--- config.mk ---
export PLATFORM = sky130hd
export DESIGN_NAME = accel_addr_gen
export DESIGN_NICKNAME = d
export VERILOG_FILES = /design/src/rtl/accel_addr_gen.sv
export SDC_FILE = /design/constraint.sdc
export NUM_CORES = 1
export LEC_CHECK = 0
export CAP_MARGIN = 20
export CORE_MARGIN = 2
export CORE_UTILIZATION = 50
export CTS_CLUSTER_SIZE = 30
export DETAILED_ROUTE_END_ITERATION = 16
export PLACE_DENSITY = 0.81
export SETUP_SLACK_MARGIN = 0.02
export SLEW_MARGIN = 20
export SYNTH_ARGS = -nofsm -noshare
export SYNTH_HDL_FRONTEND = slang
export SYNTH_SLANG_ARGS = --single-unit
--- constraint.sdc ---
create_clock -name clk -period 3.7 [get_ports clk]
set_input_delay 0.37 -clock clk [delete_from_list [all_inputs] [get_ports clk]]
set_output_delay 0.37 -clock clk [all_outputs]
set_load 0.02 [all_outputs]
--- src/rtl/accel_addr_gen.sv ---
// accel_addr_gen: address generation unit for the accelerator memory-request path.
// A start pulse in IDLE latches the base address, length and access pattern
// (sequential, 2D tile walk or circular buffer). The unit then emits `length`
// addresses over a valid/ready handshake and pulses done after the last one
// is accepted.
// Optional feature macro: AGU_STALL_CNT_EN adds the stall_cycles port. This
// port counts the cycles in which an address was offered but not accepted.

package accel_pkg;
    parameter int ADDR_WIDTH = 32;

    typedef enum logic [1:0] {
        SEQUENTIAL = 2'd0,
        SLIDING_2D = 2'd1,
        CIRCULAR   = 2'd2
    } access_pattern_e;
endpackage

module accel_addr_gen
    import accel_pkg::*;
#(
    parameter int AW = accel_pkg::ADDR_WIDTH,
    parameter int LW = 16
`ifdef AGU_STALL_CNT_EN
    ,
    parameter int STALL_CNT_W = 32
`endif
) (
    input  logic            clk,
    input  logic            rst_n,
    input  logic            start,
    input  access_pattern_e pattern,
    input  logic [AW-1:0]   base_addr,
    input  logic [LW-1:0]   length,
    input  logic [LW-1:0]   tile_w,
    input  logic [AW-1:0]   row_stride,
    input  logic [LW-1:0]   circ_size,
    input  logic [LW-1:0]   circ_offset,
    output logic [AW-1:0]   addr,
    output logic            addr_valid,
    input  logic            addr_ready,
    output logic            done,
    output logic            busy
`ifdef AGU_STALL_CNT_EN
    ,
    output logic [STALL_CNT_W-1:0] stall_cycles
`endif
);

    typedef enum logic [1:0] {
        S_IDLE = 2'd0,
        S_RUN  = 2'd1,
        S_DONE = 2'd2
    } state_e;

    state_e          r_state;
    state_e          w_next;

    // Sequence context captured at start
    access_pattern_e r_pat;
    logic [AW-1:0]   r_base;
    logic [LW-1:0]   r_len;
    logic [LW-1:0]   r_tile_w;
    logic [AW-1:0]   r_stride;
    logic [LW-1:0]   r_csize;

    // Walk state
    logic [LW-1:0]   r_idx;
    logic [LW-1:0]   r_col;
    logic [AW-1:0]   r_row_base;
    logic [LW-1:0]   r_ptr;
    logic [AW-1:0]   r_addr;

    logic            r_valid;
    logic            r_done;
    logic            r_busy;

    logic            w_start_ok;
    logic            w_hs;
    logic            w_last;
    access_pattern_e w_pat;
    logic [LW-1:0]   w_tile_eff;
    logic [LW-1:0]   w_csize_eff;
    logic [LW-1:0]   w_ptr0;

    assign w_start_ok  = start && (r_state == S_IDLE);
    assign w_hs        = r_valid && addr_ready;
    assign w_last      = (r_idx == r_len - LW'(1));

    // Unknown pattern encodings fall back to a sequential walk.
    assign w_pat       = (pattern == SLIDING_2D || pattern == CIRCULAR) ? pattern : SEQUENTIAL;
    assign w_tile_eff  = (tile_w == '0) ? LW'(1) : tile_w;
    assign w_csize_eff = (circ_size == '0) ? LW'(1) : circ_size;
    // A single subtraction is enough because callers keep circ_offset below twice the buffer depth.
    assign w_ptr0      = (circ_offset >= w_csize_eff) ? (circ_offset - w_csize_eff) : circ_offset;

    // Next-state decode for the IDLE -> RUN/DONE -> IDLE sequence
    always_comb begin
        w_next = r_state;
        case (r_state)
            S_IDLE: begin
                if (start) begin
                    w_next = (length == '0) ? S_DONE : S_RUN;
                end
            end
            S_RUN: begin
                if (w_hs && w_last) begin
                    w_next = S_DONE;
                end
            end
            S_DONE:  w_next = S_IDLE;
            default: w_next = S_IDLE;
        endcase
    end

    // State register plus registered status flags derived from the next state
    always_ff @(posedge clk or negedge rst_n) begin
        if (!rst_n) begin
            r_state <= S_IDLE;
            r_valid <= 1'b0;
            r_done  <= 1'b0;
            r_busy  <= 1'b0;
        end else begin
            r_state <= w_next;
            r_valid <= (w_next == S_RUN);
            r_done  <= (w_next == S_DONE);
            r_busy  <= (w_next != S_IDLE);
        end
    end

    // Latch the sequence context on start and advance the walk on each non-final handshake
    always_ff @(posedge clk or negedge rst_n) begin
        if (!rst_n) begin
            r_pat      <= SEQUENTIAL;
            r_base     <= '0;
            r_len      <= '0;
            r_tile_w   <= '0;
            r_stride   <= '0;
            r_csize    <= '0;
            r_idx      <= '0;
            r_col      <= '0;
            r_row_base <= '0;
            r_ptr      <= '0;
            r_addr     <= '0;
        end else if (w_start_ok) begin
            r_pat      <= w_pat;
            r_base     <= base_addr;
            r_len      <= length;
            r_tile_w   <= w_tile_eff;
            r_stride   <= row_stride;
            r_csize    <= w_csize_eff;
            r_idx      <= '0;
            r_col      <= '0;
            r_row_base <= base_addr;
            r_ptr      <= w_ptr0;
            r_addr     <= (w_pat == CIRCULAR) ? (base_addr + AW'(w_ptr0)) : base_addr;
        end else if (w_hs && !w_last) begin
            r_idx <= r_idx + LW'(1);
            case (r_pat)
                SLIDING_2D: begin
                    // End of a tile row: jump to the next row base instead of multiplying.
                    if (r_col == r_tile_w - LW'(1)) begin
                        r_col      <= '0;
                        r_row_base <= r_row_base + r_stride;
                        r_addr     <= r_row_base + r_stride;
                    end else begin
                        r_col  <= r_col + LW'(1);
                        r_addr <= r_addr + AW'(1);
                    end
                end
                CIRCULAR: begin
                    if (r_ptr == r_csize - LW'(1)) begin
                        r_ptr  <= '0;
                        r_addr <= r_base;
                    end else begin
                        r_ptr  <= r_ptr + LW'(1);
                        r_addr <= r_addr + AW'(1);
                    end
                end
                default: r_addr <= r_addr + AW'(1);
            endcase
        end
    end

`ifdef AGU_STALL_CNT_EN
    logic [STALL_CNT_W-1:0] r_stall;

    // Count offered-but-refused cycles, saturating, restarting on each accepted start
    always_ff @(posedge clk or negedge rst_n) begin
        if (!rst_n) begin
            r_stall <= '0;
        end else if (w_start_ok) begin
            r_stall <= '0;
        end else if (r_valid && !addr_ready && (r_stall != '1)) begin
            r_stall <= r_stall + STALL_CNT_W'(1);
        end
    end

    assign stall_cycles = r_stall;
`endif

    assign addr       = r_addr;
    assign addr_valid = r_valid;
    assign done       = r_done;
    assign busy       = r_busy;

endmodule

==> flow_summary.yaml <==
yosys:
  yosysTopAreaCellShare_pct: 33.4
  yosysTopAreaCell: "dfrtp_1"
  synth_ff_type: "dfrtp_1"
  syn_nets: 2344
  avgSynthCellArea_um2: 8.11
  synth_most_common_cell: "nand2_1"
  syn_inst: 2135
  seq_area_frac_synth_pct: 33.4
  synth_seq_cells: 231
  synthTopCellsByArea: "dfrtp_1 (33%), nand2_1 (8.4%), ha_1 (5.2%), o21ai_0 (4.5%), xnor2_1 (4.0%)"
  synth_common_cells: "nand2_1 (386), dfrtp_1 (231), o21ai_0 (157), nor2_1 (141), a21oi_1 (114)"
  synth_cell_types: 87
  async_flop_share_pct: 100
  netlist_area_mm2: 0.0173
  synth-warning-count: 0
  synth_edf_count: 0
worst_setup_path:
  end_kind: "register"
  crit_type: "input port to register"
  cp_max_fo: 5
  slowest_delay_ns: 0.36
  critPathRequiredTime_ns: 4.15
  start_kind: "input port"
  crit_slowest_cell: "fa_2"
  arrival_ns: 5.62
  crit_family: "compound AO/OA/AOI/OAI gates"
  ff2ff_setup_slack_ns: -0.01
  cp_num_buf_inv: 5
detailed_routing:
  drcViolationCount: 0
  wl_mm: 61.7
  wl_met1_mm: 24.9
  vias: 18200
  top_layer_used: "met4"
  drt_first_pass_iters: 6
  vias_per_cell: 6.17
  avgRoutedWirePerCell_um: 20.9
  wl_met2_mm: 28.6
  postRouteAntennaNets: 0
  wl_met3_mm: 5.03
  first_iter_violations: 1574
clock_tree:
  tritoncts: "done"
  clk_latency_ns: 0.58
  clock_path_buffers: 3
  htree_levels: 1
  cts_sinks: 231
  clockRootBuffer: "clkbuf_16"
  clk_transition_reported_paths_ns: 0.06
  cts_made_buffers: 29
timing:
  slew_viol_final: 0
  rsz0062_at_grt: "true"
  setup_tns_ns: -38.48
  final-setup-viol-count: 32
  finalCritPeriodShare_pct: 140
  tightest_slew_ns: 1.08
  period_needed_ns: 5.16
  layout_setup_ws_ns: -1.46
  clock.fmax_mhz: 194
  finClkSkew_ns: 0.0344
  hold_viol: 0
  relSlewSlack_pct: 27.9
pwr:
  leakagePower_nw: 10.1
  finalPower_mw: 16.8
  powerDensity_mw_per_mm2: 735
  ir_worst_vdd_mv: 0.503
global_routing:
  antenna_found_initial: 0
  grt_max_degree: 116
  grt_pass1_wl_mm: 96.0
  grt_use_total_pct: 33.3
  grt_overflow: 0
  grt_pass1_vias: 18000
die:
  fp.coreArea_mm2: 0.0343
  die_height_um: 190
  die_area_mm2: 0.0361
  rows: 68
  ioPinCount: 169
  initial_core_util_pct: 50.5
  die_w_um: 190
place:
  io_buffers: 168
  dp_hpwl_mm: 44.7
  routabilityCongestion: 0.994
  placed_area_mm2: 0.0208
finish:
  n_antenna_cell: 0
  syn_to_final_growth_pct: 32.0
  fin_util_pct: 66.6
  fin_area_mm2: 0.0229
  drive_above_1_share_pct: 18.1
  layout.nets: 2686
status:
  failed_checks: "setup timing"
  outcome: "finished with violations"
flow_run:
  maxCapViolations: 0
min_path:
  hp-class: "input port to register"
==> repair_timing <==
| action | CTS | global route |
|---|---|---|
| setup endpoints to repair | 58 | 59 |
| gates resized for setup | 142 | 72 |
| hold buffers | 1 | 0 |
| setup buffers | 29 | 17 |
| pin swaps | 69 | 59 |
| gates cloned | 4 | 1 |
| hold endpoints to repair | 113 | 0 |
==> cells by family after synthesis <==
logic type	after synthesis	share of synthesized area, %
muxes	45	2.78
buffers and inverters	175	4.12
DFF	231	33.4
adders and majority gates	75	5.55
AOI/OAI and AO/OA	580	21.9
xor gates and xnor gates	154	7.87
and+or+nand+nor	875	24.4
==> stage by stage <==
| stage | instances | worst slack, ns | hold slack (ns) |
|---|---|---|---|
| after floorplan | 2135 | -1.66 | 0.0744 |
| after global placement | 2852 | -2.38 | 0.455 |
| final | 2954 | -1.46 | 0.0522 |
| after detailed placement | 2852 | -2.52 | 0.466 |
| after global routing | 2954 | -1.63 | 0.0611 |
| after CTS | 2938 | -1.21 | 0.0318 |
==> per-layer routing <==
| metal | vias to the layer above | GRT usage (%) |
|---|---|---|
| met1 | 8724 | 42.5 |
| met5 | - | 0 |
| li1 | 8392 | - |
| met2 | 877 | 55.3 |
| met4 | 0 | 16.0 |
| met3 | 242 | 5.20 |
==> registers in the layout, indices dropped and copies added, names as in the netlist <==
signal / flops
r_len: 16
r_tile_w: 16
busy: 1
r_base: 32
done: 1
r_ptr: 16
r_row_base: 32
r_stride: 32
r_state: 2
r_idx: 16
r_col: 16
r_pat: 2
addr_valid: 1
addr: 32
r_csize: 16
==> power by group <==
part	switching (mW)	internal, mW
Combinational	5.22	3.94
Clock	1.15	1.84
Sequential	1.18	3.47
==> layout by cell type, fill, tap and decap left out, drive strengths merged, types with 8 or more instances in the layout <==
cell           count
a21boi            10
o21a              23
clkdlybuf4s50    151
xor2              74
mux2i             21
nand2b            19
mux2              24
buf              262
nand3b            22
nor2             141
and3              40
o211ai            14
dfrtp            231
clkbuf            41
clkinv             8
nor2b             11
a21oi            114
nand4             41
or4               18
a211o              9
nand2            387
a31oi             30
o21bai            12
nor4              34
o21ai            167
inv               66
a221oi            10
or3               20
and2              19
o22ai             19
ha                72
a211oi            30
o2111ai            8
nand3             46
xnor2             79
a21o              44
nor3              48
==> worst min-delay path, stage by stage <==
cell and delay, ns:
buf_8 0.09, nand2_1 0.04, o21ai_0 0.06
==> final timing paths <==
path                       cells past startpoint          start         end
max                                           28  circ_size[12]    addr[30]
min                                            3   circ_size[1]  r_csize[1]
max reg2reg                                   12    r_tile_w[1]    addr[27]
min reg2reg                                    2      r_base[4]   r_base[4]
max in group asynchronous                      3          rst_n    addr[15]
min in group asynchronous                      2          rst_n  r_csize[7]
==> final cells by class <==
type | instances | area [um^2]
fill | 2777 | 11400
multi-input combinational | 1729 | 11500
clock buffer | 39 | 793
inverter | 65 | 244
clock inverter | 14 | 199
sequential | 231 | 5780
timing repair buffer | 421 | 3810
tap | 455 | 569
(Power assumes the default switching activity.)
